`config.mk`:
```
export PLATFORM = sky130hd
export DESIGN_NAME = bin2bcd_seq_flat
export DESIGN_NICKNAME = d
export VERILOG_FILES = /design/src/rtl/bin2bcd_if.sv /design/src/rtl/bin2bcd_seq.sv /design/src/flat_wrapper.sv
export SDC_FILE = /design/constraint.sdc
export NUM_CORES = 1
export LEC_CHECK = 0
export CAP_MARGIN = 10
export CORE_MARGIN = 10
export CORE_UTILIZATION = 50
export CTS_CLUSTER_DIAMETER = 80
export DETAILED_ROUTE_END_ITERATION = 6
export PLACE_DENSITY = 0.73
export SYNTH_ARGS = -nofsm -noshare
export SYNTH_HDL_FRONTEND = slang
export SYNTH_SLANG_ARGS = --single-unit
```
`constraint.sdc`:
```
create_clock -name clk -period 3.8 [get_ports clk]
set_input_delay 0.38 -clock clk [delete_from_list [all_inputs] [get_ports clk]]
set_output_delay 0.38 -clock clk [all_outputs]
set_load 0.03 [all_outputs]
```
`src/rtl/bin2bcd_if.sv`:
```
// bin2bcd_if: request/result bundle between the calculator datapath and the BCD converter.
interface bin2bcd_if #(parameter int WIDTH = 16, parameter int DIGITS = 5);
  logic                start;
  logic [WIDTH-1:0]    bin;
  logic                busy;
  logic                done;
  logic [4*DIGITS-1:0] bcd;
  logic                neg;
  logic [DIGITS-1:0]   blank;
  modport master (output start, bin, input busy, done, bcd, neg, blank);
  modport slave  (input start, bin, output busy, done, bcd, neg, blank);
endinterface

```
`src/rtl/bin2bcd_seq.sv`:
```
// bin2bcd_seq: sequential double-dabble converter producing BCD digits, sign and leading-zero blank mask.
module bin2bcd_seq #(
  parameter int WIDTH  = 16,
  parameter int DIGITS = 5,
  parameter bit SIGNED = 1
) (
  input logic clk,
  input logic rst,
  bin2bcd_if.slave bus
);
  localparam int BW = 4 * DIGITS;
  localparam int CW = WIDTH > 1 ? $clog2(WIDTH) : 1;
  if (64'(10) ** DIGITS < (64'(1) << WIDTH)) begin : g_bad
    $error("DIGITS too small to hold every WIDTH-bit magnitude");
  end
  typedef enum logic {IDLE, SHIFT} state_t;
  state_t            state_q, state_d;
  logic [CW-1:0]     cnt_q, cnt_d;
  logic [WIDTH-1:0]  mag_q, mag_d;
  logic [BW-1:0]     scr_q, scr_d, adj, nxt, bcd_q, bcd_d;
  logic              sign_q, sign_d, neg_q, neg_d, done_q, done_d, z;
  logic [DIGITS-1:0] blank_q, blank_d, fin_blank;
  always_comb begin
    for (int i = 0; i < DIGITS; i++)
      adj[4*i+:4] = scr_q[4*i+:4] >= 4'd5 ? scr_q[4*i+:4] + 4'd3 : scr_q[4*i+:4];
    nxt = {adj[BW-2:0], mag_q[WIDTH-1]};
    // A digit is blank only if it and every more significant digit are zero.
    fin_blank = '0;
    z = 1'b1;
    for (int i = DIGITS - 1; i > 0; i--) begin
      z = z & (nxt[4*i+:4] == 4'd0);
      fin_blank[i] = z;
    end
    state_d = state_q;
    cnt_d   = cnt_q;
    mag_d   = mag_q;
    scr_d   = scr_q;
    sign_d  = sign_q;
    bcd_d   = bcd_q;
    neg_d   = neg_q;
    blank_d = blank_q;
    done_d  = 1'b0;
    if (state_q == IDLE) begin
      if (bus.start) begin
        sign_d  = SIGNED && bus.bin[WIDTH-1];
        mag_d   = sign_d ? ~bus.bin + WIDTH'(1) : bus.bin;
        scr_d   = '0;
        cnt_d   = '0;
        state_d = SHIFT;
      end
    end else begin
      scr_d = nxt;
      mag_d = {mag_q[WIDTH-2:0], 1'b0};
      cnt_d = cnt_q + CW'(1);
      if (cnt_q == CW'(WIDTH - 1)) begin
        bcd_d   = nxt;
        neg_d   = sign_q;
        blank_d = fin_blank;
        done_d  = 1'b1;
        state_d = IDLE;
      end
    end
  end
  always_ff @(posedge clk or posedge rst) begin
    if (rst) begin
      state_q <= IDLE;
      cnt_q   <= '0;
      mag_q   <= '0;
      scr_q   <= '0;
      sign_q  <= 1'b0;
      bcd_q   <= '0;
      neg_q   <= 1'b0;
      blank_q <= {{(DIGITS-1){1'b1}}, 1'b0};
      done_q  <= 1'b0;
    end else begin
      state_q <= state_d;
      cnt_q   <= cnt_d;
      mag_q   <= mag_d;
      scr_q   <= scr_d;
      sign_q  <= sign_d;
      bcd_q   <= bcd_d;
      neg_q   <= neg_d;
      blank_q <= blank_d;
      done_q  <= done_d;
    end
  end
  assign bus.busy  = state_q == SHIFT;
  assign bus.done  = done_q;
  assign bus.bcd   = bcd_q;
  assign bus.neg   = neg_q;
  assign bus.blank = blank_q;
endmodule

```
`src/flat_wrapper.sv`:
```
// flat-port wrapper written by rule: the top's interface ports become plain ports
module bin2bcd_seq_flat 
#(
  parameter int WIDTH  = 16,
  parameter int DIGITS = 5,
  parameter bit SIGNED = 1
)
  (clk, rst, bus_start, bus_bin, bus_busy, bus_done, bus_bcd, bus_neg, bus_blank);
  bin2bcd_if #(.WIDTH(WIDTH), .DIGITS(DIGITS)) bus_i ();
  input logic clk;
  input logic rst;
  input wire logic [$bits(bus_i.start)-1:0] bus_start;
  input wire logic [$bits(bus_i.bin)-1:0] bus_bin;
  output wire logic [$bits(bus_i.busy)-1:0] bus_busy;
  output wire logic [$bits(bus_i.done)-1:0] bus_done;
  output wire logic [$bits(bus_i.bcd)-1:0] bus_bcd;
  output wire logic [$bits(bus_i.neg)-1:0] bus_neg;
  output wire logic [$bits(bus_i.blank)-1:0] bus_blank;
  assign bus_i.start = bus_start;
  assign bus_i.bin = bus_bin;
  assign bus_busy = bus_i.busy;
  assign bus_done = bus_i.done;
  assign bus_bcd = bus_i.bcd;
  assign bus_neg = bus_i.neg;
  assign bus_blank = bus_i.blank;
  bin2bcd_seq #(.WIDTH(WIDTH), .DIGITS(DIGITS), .SIGNED(SIGNED)) u_core (.clk(clk), .rst(rst), .bus(bus_i));
endmodule
```
==> results of run 1 <==
-- synthesized netlist by cell type, drive strengths merged, types with 10 or more instances --
cell     n
a21oi   29
nand2b  11
clkbuf  12
ha      12
inv     18
dfrtp   64
nor3b   11
o31ai   10
mux2i   18
o21ai   38
nor2    15
nand2   79
-- flip-flops by register name, summed over array words and instances, names as in the netlist --
name / flops
u_core.bus.bcd: 20
u_core.mag_q: 16
u_core.bus.done: 1
u_core.bus.neg: 1
u_core.cnt_q: 4
u_core.scr_q: 20
u_core.bus.blank: 4
u_core.bus.busy: 1
u_core.sign_q: 1
-- power by group through the flow --
stage	sequential (W)	combinational, W	clock (W)
finish	0.00127	0.00173	0.000540
global route	0.00132	0.00196	0.000588
CTS	0.00127	0.00176	0.000559
detailed placement	0.00128	0.00175	0
global placement	0.00127	0.00170	0
floorplan	0.00144	0.00107	0
-- through the flow --
step                setup WS, ns  instances  power, W
floorplan                  1.715        390  0.002513
global placement           1.567        516  0.002969
detailed placement         1.526        516  0.003031
CTS                        1.301        532  0.003586
global route               1.218        532  0.003860
finish                     1.331        532  0.003540
-- layout by cell type, fill, tap and decap left out, drive strengths merged, types with 4 or more instances in the layout --
master | synthesis | final
nand2 | 79 | 79
and2 | 4 | 4
dfstp | 4 | 4
clkbuf | 12 | 15
a21o | 7 | 7
ha | 12 | 12
clkdlybuf4s50 | 0 | 45
o31ai | 10 | 10
xor2 | 9 | 9
nand2b | 11 | 11
nor3 | 5 | 5
a21oi | 29 | 29
inv | 18 | 18
nor2 | 15 | 15
nor3b | 11 | 11
mux2i | 18 | 18
xnor2 | 9 | 9
a22o | 6 | 6
dfrtp | 64 | 64
o21ai | 38 | 38
-- cells by family after synthesis --
group / Yosys count / synth area share (%)
fa+ha+maj: 12 / 4.169
simple gates: 137 / 18.45
flops: 68 / 47.39
xor+xnor: 18 / 4.378
other cells: 1 / 0.1041
compound gates: 100 / 16.50
mux: 18 / 5.003
buf+inv: 36 / 3.995
-- routing by layer --
layer | GRT usage (%) | wire (um) | share of wire, % | vias up
li1 | - | - | - | 1412
met2 | 22.46 | 3622 | 49 | 53
met5 | 0 | 0 | 0 | -
met1 | 16.42 | 3363 | 46 | 1314
met3 | 4.177 | 296 | 4.0 | 2
met4 | 4.804 | 36 | 0.49 | 0
-- worst paths after layout --
| kind | startpoint | end | slack (ns) |
|---|---|---|---|
| worst max-delay path | u_core.bus.busy | bus_busy | 1.33 |
| worst min-delay path | u_core.bus.blank[3] | u_core.bus.blank[3] | 0.47 |
| worst max register to register | u_core.cnt_q[0] | u_core.bus.blank[1] | 1.53 |
| worst min register to register | u_core.bus.blank[3] | u_core.bus.blank[3] | 0.47 |
| max in group asynchronous | rst | u_core.mag_q[3] | 2.37 |
| min in group asynchronous | rst | u_core.bus.bcd[0] | 0.62 |
-- tightest hold or removal path, delay by kind of cell, from the launching register on --
kind	cells	cell delay, ns
flip-flops	1	0.37
AND/OR/NAND/NOR	2	0.10
-- final cells by class --
class | instances | area [sq um]
clock buffer | 15 | 176.4
clock inverter | 1 | 5.005
fill | 621 | 2606
inverter | 18 | 67.56
multi-input combinational | 286 | 1750
sequential | 68 | 1708
tap | 96 | 120.1
timing repair buffer | 48 | 473.0
==> metrics, run 1 <==
Seq cells post-synth=68; CP Buf/Inv Count=2; Mapped Cells=slightly below 400; RSZ-0062 raised after global routing=no; die width=104.9 um; worst slew pin tran=~1 ns; Synth top area share=between 40 and 50%; WP depth=2; RD Place Congestion=about 0.79; R2R cell count=6; Crit path max-delay family=buffers and inverters; All-Layer GR Usage=roughly 14%; CTS Hold Bufs=0; Syn Nets=421; Hold Worst Slack=between 0.4 and 0.5 ns; Clock power frac=15.3%; Core Area=between 6000 and 7000 sq um; Synth area leaders=dfrtp_1 44%, nand2_1 8.2%, o21ai_0 5.3%; Synth Area per Inst=9.233 sq um; NetSw=0.001478 W; DP HPWL=roughly 5.3 mm; yosys warns=0; die area=between 10,000 and 15,000 sq um; Peak VDD IR=0.0002843 V; Worst slew margin=between 30% and 40%; Crit path largest cell delay=~0.80 ns; Seq/Total Area, Yosys=around 47%; Post-Route Utilization=between 60% and 70%; H-tree depth=3; drt pass-1 iters=4; count of cell types in the netlist=38; final setup vio count=0; Vias=around 2.8k; I/O Pins=47; final net count=between 400 and 500; Slew Viols, Final=0; Worst EP required=~3.4 ns; LEAKAGE=2.002 nW; Setup crit start kind=flop; CTS Buffer Depth=2; area delta synth->final=19.42%; PD cells=slightly above 800 nW/um^2; PortBufs=between 40 and 50; Crit. End Element=primary output; cell accounting for the most synthesized area=dfrtp_1; max cap viols=0; Ant. Diodes=0; final wirelength=7.319 mm; cell-internal power=between 0.002 and 0.0025 W; post-CTS resize count=0; DRT antenna net count=0; Clock transition at path regs=0.07 ns; Crit Path Max Fanout=73; first-pass GRT wire length=around 13 mm; FFs w/ async S/R, synth=between 90% and 100%; # DRC=0; Sw Share=a little over two fifths; WL per Instance=about 14 um; Hold Violations, Final=0; worst-path cell chain=buf_4, clkdlybuf4s50_1; Mapped Area=~3600 sq um; worst hold path class=reg -> reg; num rows=30; Cell Area, Placed=4119 sq um; status=finished clean; Hold Path Depth=2; TritonCTS clock tree=done; initial antenna violation count=0; post-CTS setup buffer count=0; CP Class=reg -> out; Root Buffer=clkbuf_8; number of synthesized flops with an enable pin=0; pin count of the biggest net entering global routing=74; Post-Layout Inst Area=approximately 4300 sq um; Comb pwr share=about half; proportion of layout cells with a drive suffix above 1=5.734%; min Tclk post-route=approximately 2.5 ns; setup TNS=0 ns; CP max stage cell=clkdlybuf4s50_1; final period utilization=between 60% and 70%; clk_lat worst skew=0.32 ns; DRT iter0 DRCs=~100; routed vias/inst=approximately 5.2; Setup Skew=~0.0035 ns; TritonCTS Sinks=68; ys flop type=dfrtp_1; sequential power share=between 30% and 40%; vias in the first global route=2,757; WP data arrival=roughly 2.1 ns; fmax=around 400 MHz; gr ovfl total=0; Initial Util=around 52%; CTS buffer count=9; Die Height=104.9 um
(Power assumes the default switching activity.)
==> inputs of run 2 (changes only) <==
Settings changed: PLACE_DENSITY 0.73 to 0.76.
Clock period 3.8 ns to 2.1 ns, I/O delays scaled along.
==> run 2 against run 1 <==
Hold slack worse by 0.30 ns. Clock skew is 0.0059 ns higher. Sequential share of layout area is 0.68 points lower. Count of clock-buffer cells in the layout is 2 lower. Power is 83% higher. First-iteration DRC count is 39% lower. Critical endpoint unchanged. Largest cell class unchanged. Critical path type unchanged. Largest power group unchanged. Routed wire length is 3.8% higher. Clock power is 71% higher. Non-clock buffer count is 7 higher.
==> metrics, run 2 (synthesis results as in run 1) <==
status=finished clean; final net count=roughly 470; pin count of the biggest net entering global routing=74; Clock transition at path regs=approximately 0.07 ns; CP Buf/Inv Count=2; WL per Instance=14.10 um; TritonCTS clock tree=done; Die Height=104.9 um; Crit. End Element=primary output; final wirelength=~7.6 mm; most frequent cells in the layout=79 x nand2_1, 63 x dfrtp_1, 45 x clkdlybuf4s50_1, 38 x o21ai_0, 28 x a21oi_1; CTS Hold Bufs=0; routed vias/inst=approximately 5.3; Vias=2,883; Setup Skew=0.009399 ns; worst-path cell chain=buf_12, clkdlybuf4s50_1; WL met2=roughly 3.8 mm; M1 wire length=roughly 3.4 mm; R2R setup slack=~0.13 ns; Peak VDD IR=a little under 0.0005 V; gr ovfl total=0; die area=11,000 sq um; Initial Util=between 50% and 60%; total power=0.006475 W; Root Buffer=clkbuf_8; RD Place Congestion=0.7909; Slew Viols, Final=0; clk_lat worst skew=approximately 0.34 ns; CP max stage cell=clkdlybuf4s50_1; All-Layer GR Usage=between 10 and 15%; Met3 Wirelength=315 um; drt pass-1 iters=4; I/O Pins=47; Worst slew margin=around two thirds; Hold Violations, Final=0; Setup crit start kind=flop; PortBufs=45; proportion of layout cells with a drive suffix above 1=7.901%; NetSw=between 0.002 and 0.003 W; most common cell after layout, fill and taps aside=nand2_1; Crit path largest cell delay=0.74 ns; Post-Route Utilization=63.35%; CTS Buffer Depth=2; first-pass GRT wire length=between 10 and 15 mm; Post-Layout Inst Area=between 4000 and 5000 sq um; worst slew pin tran=0.5149 ns; worst hold path class=in -> async; Cell Area, Placed=between 4000 and 5000 sq um; Clock power frac=14.3%; Worst EP required=between 1.5 and 2 ns; Ant. Diodes=0; min Tclk post-route=around 2.0 ns; die width=roughly 100 um; area delta synth->final=21.51%; CP Class=reg -> out; WP data arrival=about 1.8 ns; initial antenna violation count=0; DRT iter0 DRCs=between 60 and 70; Sw Share=42.35%; setup TNS=0 ns; final setup vio count=0; Core Area=a little under 7000 sq um; num rows=30; vias in the first global route=roughly 2.9k; # DRC=0; Comb pwr share=about half; max cap viols=0; final period utilization=95.34%; sequential power share=between 30% and 40%; Worst R2R Start=u_core.scr_q[16]; top routing layer used=met4; Hold Worst Slack=0.1683 ns; RSZ-0062 raised after global routing=no; cell-internal power=between 0.003 and 0.004 W; LEAKAGE=around 2.0 nW; Crit path max-delay family=buffers and inverters; DRT antenna net count=0; H-tree depth=3; TritonCTS Sinks=approximately 70; PD cells=1480 nW/um^2; CTS buffer count=9; post-CTS setup buffer count=0; DP HPWL=about 5.6 mm; fmax=499.5 MHz; crit path launch=u_core.bus.busy; Crit Path Max Fanout=73
## run 2: timing repair
item / CTS / global route
endpoints found under the hold margin: 0 / 0
resized for setup: 0 / 3
setup endpoints to repair: 0 / 1
## run 2: per-stage QoR
stage               setup slack [ns]  instances
floorplan                     0.1851        390
global placement              0.2259        523
detailed placement            0.1233        523
CTS                          0.09145        539
global route                0.004191        539
finish                       0.09796        539
## run 2: power by group through the flow
stage | Clock (W) | Combinational, W | Sequential (W)
2_1_floorplan | 0 | 0.00194 | 0.00261
6_report | 0.000926 | 0.00325 | 0.00230
4_1_cts | 0.000948 | 0.00326 | 0.00230
3_5_place_dp | 0 | 0.00325 | 0.00232
5_1_grt | 0.00101 | 0.00363 | 0.00239
3_3_place_gp | 0 | 0.00315 | 0.00229
## run 2: area by class of cell
type,instances,area (sq um)
Timing Repair Buffer,55,550.5
Fill cell,636,2531
Clock buffer,13,148.9
Clock inverter,3,15.01
Multi-Input combinational cell,286,1765
Tap cell,96,120.1
Sequential cell,68,1708
Inverter,18,67.56
## run 2: final timing paths
| path | endpoint | cells after the start |
|---|---|---|
| max | bus_busy | 2 |
| min | u_core.mag_q[5] | 2 |
| min in group clk | u_core.mag_q[9] | 2 |
| min reg2reg | u_core.mag_q[9] | 2 |
| max reg2reg | u_core.bus.blank[1] | 7 |
| max in group asynchronous | u_core.bus.blank[1] | 3 |
## run 2: metal layers
| metal | vias up | global-route usage (%) |
|---|---|---|
| met3 | 8 | 3.686 |
| met2 | 47 | 24.64 |
| met4 | 0 | 5.098 |
| li1 | 1440 | - |
| met1 | 1388 | 15.90 |
| met5 | - | 0 |
==> inputs of run 3 (changes only) <==
Settings changed: CORE_MARGIN 10 to 5.
==> run 3 against run 2 <==
Combinational power barely moved. Hold slack better by 0.070 ns. Clock skew is 0.0025 ns lower. Utilization fell by 1.3 points. Clock power up 27%. Design area is 1.2% higher. Cell count grew 0.56%. Critical path depth stayed put. Count of clock-buffer cells in the layout decreased by 2. Power is 3.7% higher. Register-to-register slack better by 0.02 ns. Critical endpoint unchanged. Largest cell class unchanged. Highest routed layer unchanged.
==> metrics, run 3 (synthesis results as in run 1) <==
status=finished clean; Post-Layout Inst Area=4428 sq um; H-tree depth=3; Met3 Wirelength=roughly 260 um; most frequent cells in the layout=79 x nand2_1, 63 x dfrtp_1, 45 x clkdlybuf4s50_1, 38 x o21ai_0, 29 x a21oi_1; Comb pwr share=48.1%; DRT iter0 DRCs=between 100 and 150; final setup vio count=0; I/O Pins=47; worst-path cell chain=buf_12, clkdlybuf4s50_1; Setup Skew=0.006857 ns; Setup crit start kind=flop; routed vias/inst=roughly 5.3; WP data arrival=1.77 ns; final wirelength=~7.3 mm; Slew Viols, Final=0; # DRC=0; pin count of the biggest net entering global routing=between 70 and 80; num rows=31; TritonCTS clock tree=done; Worst EP required=around 1.9 ns; Crit path max-delay family=buffers and inverters; fmax=504.5 MHz; worst hold path class=in -> async; cell-internal power=between 0.003 and 0.004 W; min Tclk post-route=about 2.0 ns; clk_lat worst skew=roughly 0.34 ns; final net count=around 470; CTS Buffer Depth=2; Peak VDD IR=around 0.00065 V; final period utilization=between 90% and 100%; Crit. End Element=primary output; gr ovfl total=0; LEAKAGE=approximately 2.1 nW; Initial Util=approximately 50%; Hold Worst Slack=roughly 0.24 ns; drt pass-1 iters=5; DRT antenna net count=0; most common cell after layout, fill and taps aside=nand2_1; WL met2=3.746 mm; TritonCTS Sinks=68; area delta synth->final=22.97%; Crit path largest cell delay=0.73 ns; CTS Hold Bufs=0; Hold Violations, Final=0; worst slew pin tran=roughly 0.54 ns; RSZ-0062 raised after global routing=no; post-CTS resize count=0; sequential power share=34.4%; Worst slew margin=between 60% and 70%; Vias=around 2.9k; Crit Path Max Fanout=73; vias in the first global route=~2.8k; Clock power frac=17.5%; die area=approximately 9000 sq um; setup TNS=0 ns; PortBufs=45; max cap viols=0; NetSw=approximately 0.0027 W; CP max stage cell=clkdlybuf4s50_1; All-Layer GR Usage=approximately 18%; Core Area=about 7100 sq um; M1 wire length=roughly 3.1 mm; RD Place Congestion=between 0.8 and 0.9; Clock transition at path regs=roughly 0.070 ns; WL per Instance=~13 um; first-pass GRT wire length=12.54 mm; Sw Share=40.88%; PD cells=approximately 1500 nW/um^2; Cell Area, Placed=4200 sq um; post-CTS setup buffer count=0; CP Buf/Inv Count=2; DP HPWL=roughly 5.2 mm; top routing layer used=met4; CP Class=reg -> out; Die Height=about 95 um; initial antenna violation count=0; Ant. Diodes=0; die width=about 95 um; proportion of layout cells with a drive suffix above 1=8.126%; CTS buffer count=9; Root Buffer=clkbuf_8
-- run 3: cell types whose count changed in the layout (fill, tap and decap cells not counted), sizes merged --
cell,delta
clkbuf,-2
bufinv,+2
-- run 3: worst paths after layout --
check                             startpoint                  end  slack (ns)  depth (start not counted)
max                          u_core.bus.busy             bus_busy        0.12                          2
min                                      rst      u_core.scr_q[4]        0.24                          3
max reg2reg                 u_core.scr_q[16]  u_core.bus.blank[2]        0.15                          7
min reg2reg                u_core.bus.bcd[9]    u_core.bus.bcd[9]        0.48                          2
max in group asynchronous                rst  u_core.bus.blank[3]        1.50                          3
min in group clk           u_core.bus.bcd[9]    u_core.bus.bcd[9]        0.48                          2
-- run 3: layout make-up --
cell class | count | area [sq um]
well taps | 99 | 123.9
repair buffers | 55 | 550.5
inverters | 18 | 67.56
fillers | 636 | 2709
flip-flops and latches | 68 | 1708
clock inverters | 5 | 75.07
clock buffers | 11 | 141.4
multi-input cells | 286 | 1762
-- run 3: worst reg2reg max path, stage by stage, from the launching register on --
cell and delay [ns]:
dfrtp_1 0.44, inv_1 0.11, ha_1 0.21, nand2b_1 0.08
a21oi_1 0.22, mux2i_1 0.34, o2111ai_2 0.23, o21ai_0 0.23
-- run 3: per-layer routing --
metal | track usage [%] | up-vias
met5 | 0 | -
met4 | 8.774 | 0
met3 | 2.789 | 12
met2 | 30.95 | 54
met1 | 21.14 | 1351
li1 | - | 1435
-- run 3: power by group through the flow --
stage               combinational [W]  sequential (W)  clock, W
floorplan                     0.00194         0.00261         0
global placement              0.00312         0.00230         0
detailed placement            0.00323         0.00233         0
CTS                           0.00325         0.00231   0.00120
global route                  0.00360         0.00239   0.00126
finish                        0.00323         0.00231   0.00118
-- run 3: stage by stage --
step	worst slack, ns	power [W]	instances	utilization, %
3_5_place_dp	0.1352	0.005554	526	58.85
5_1_grt	0.01503	0.007256	542	62.04
4_1_cts	0.08978	0.006758	542	61.89
2_1_floorplan	0.1851	0.004547	390	-
6_report	0.1177	0.006713	542	62.04
3_3_place_gp	0.2333	0.005417	526	58.85
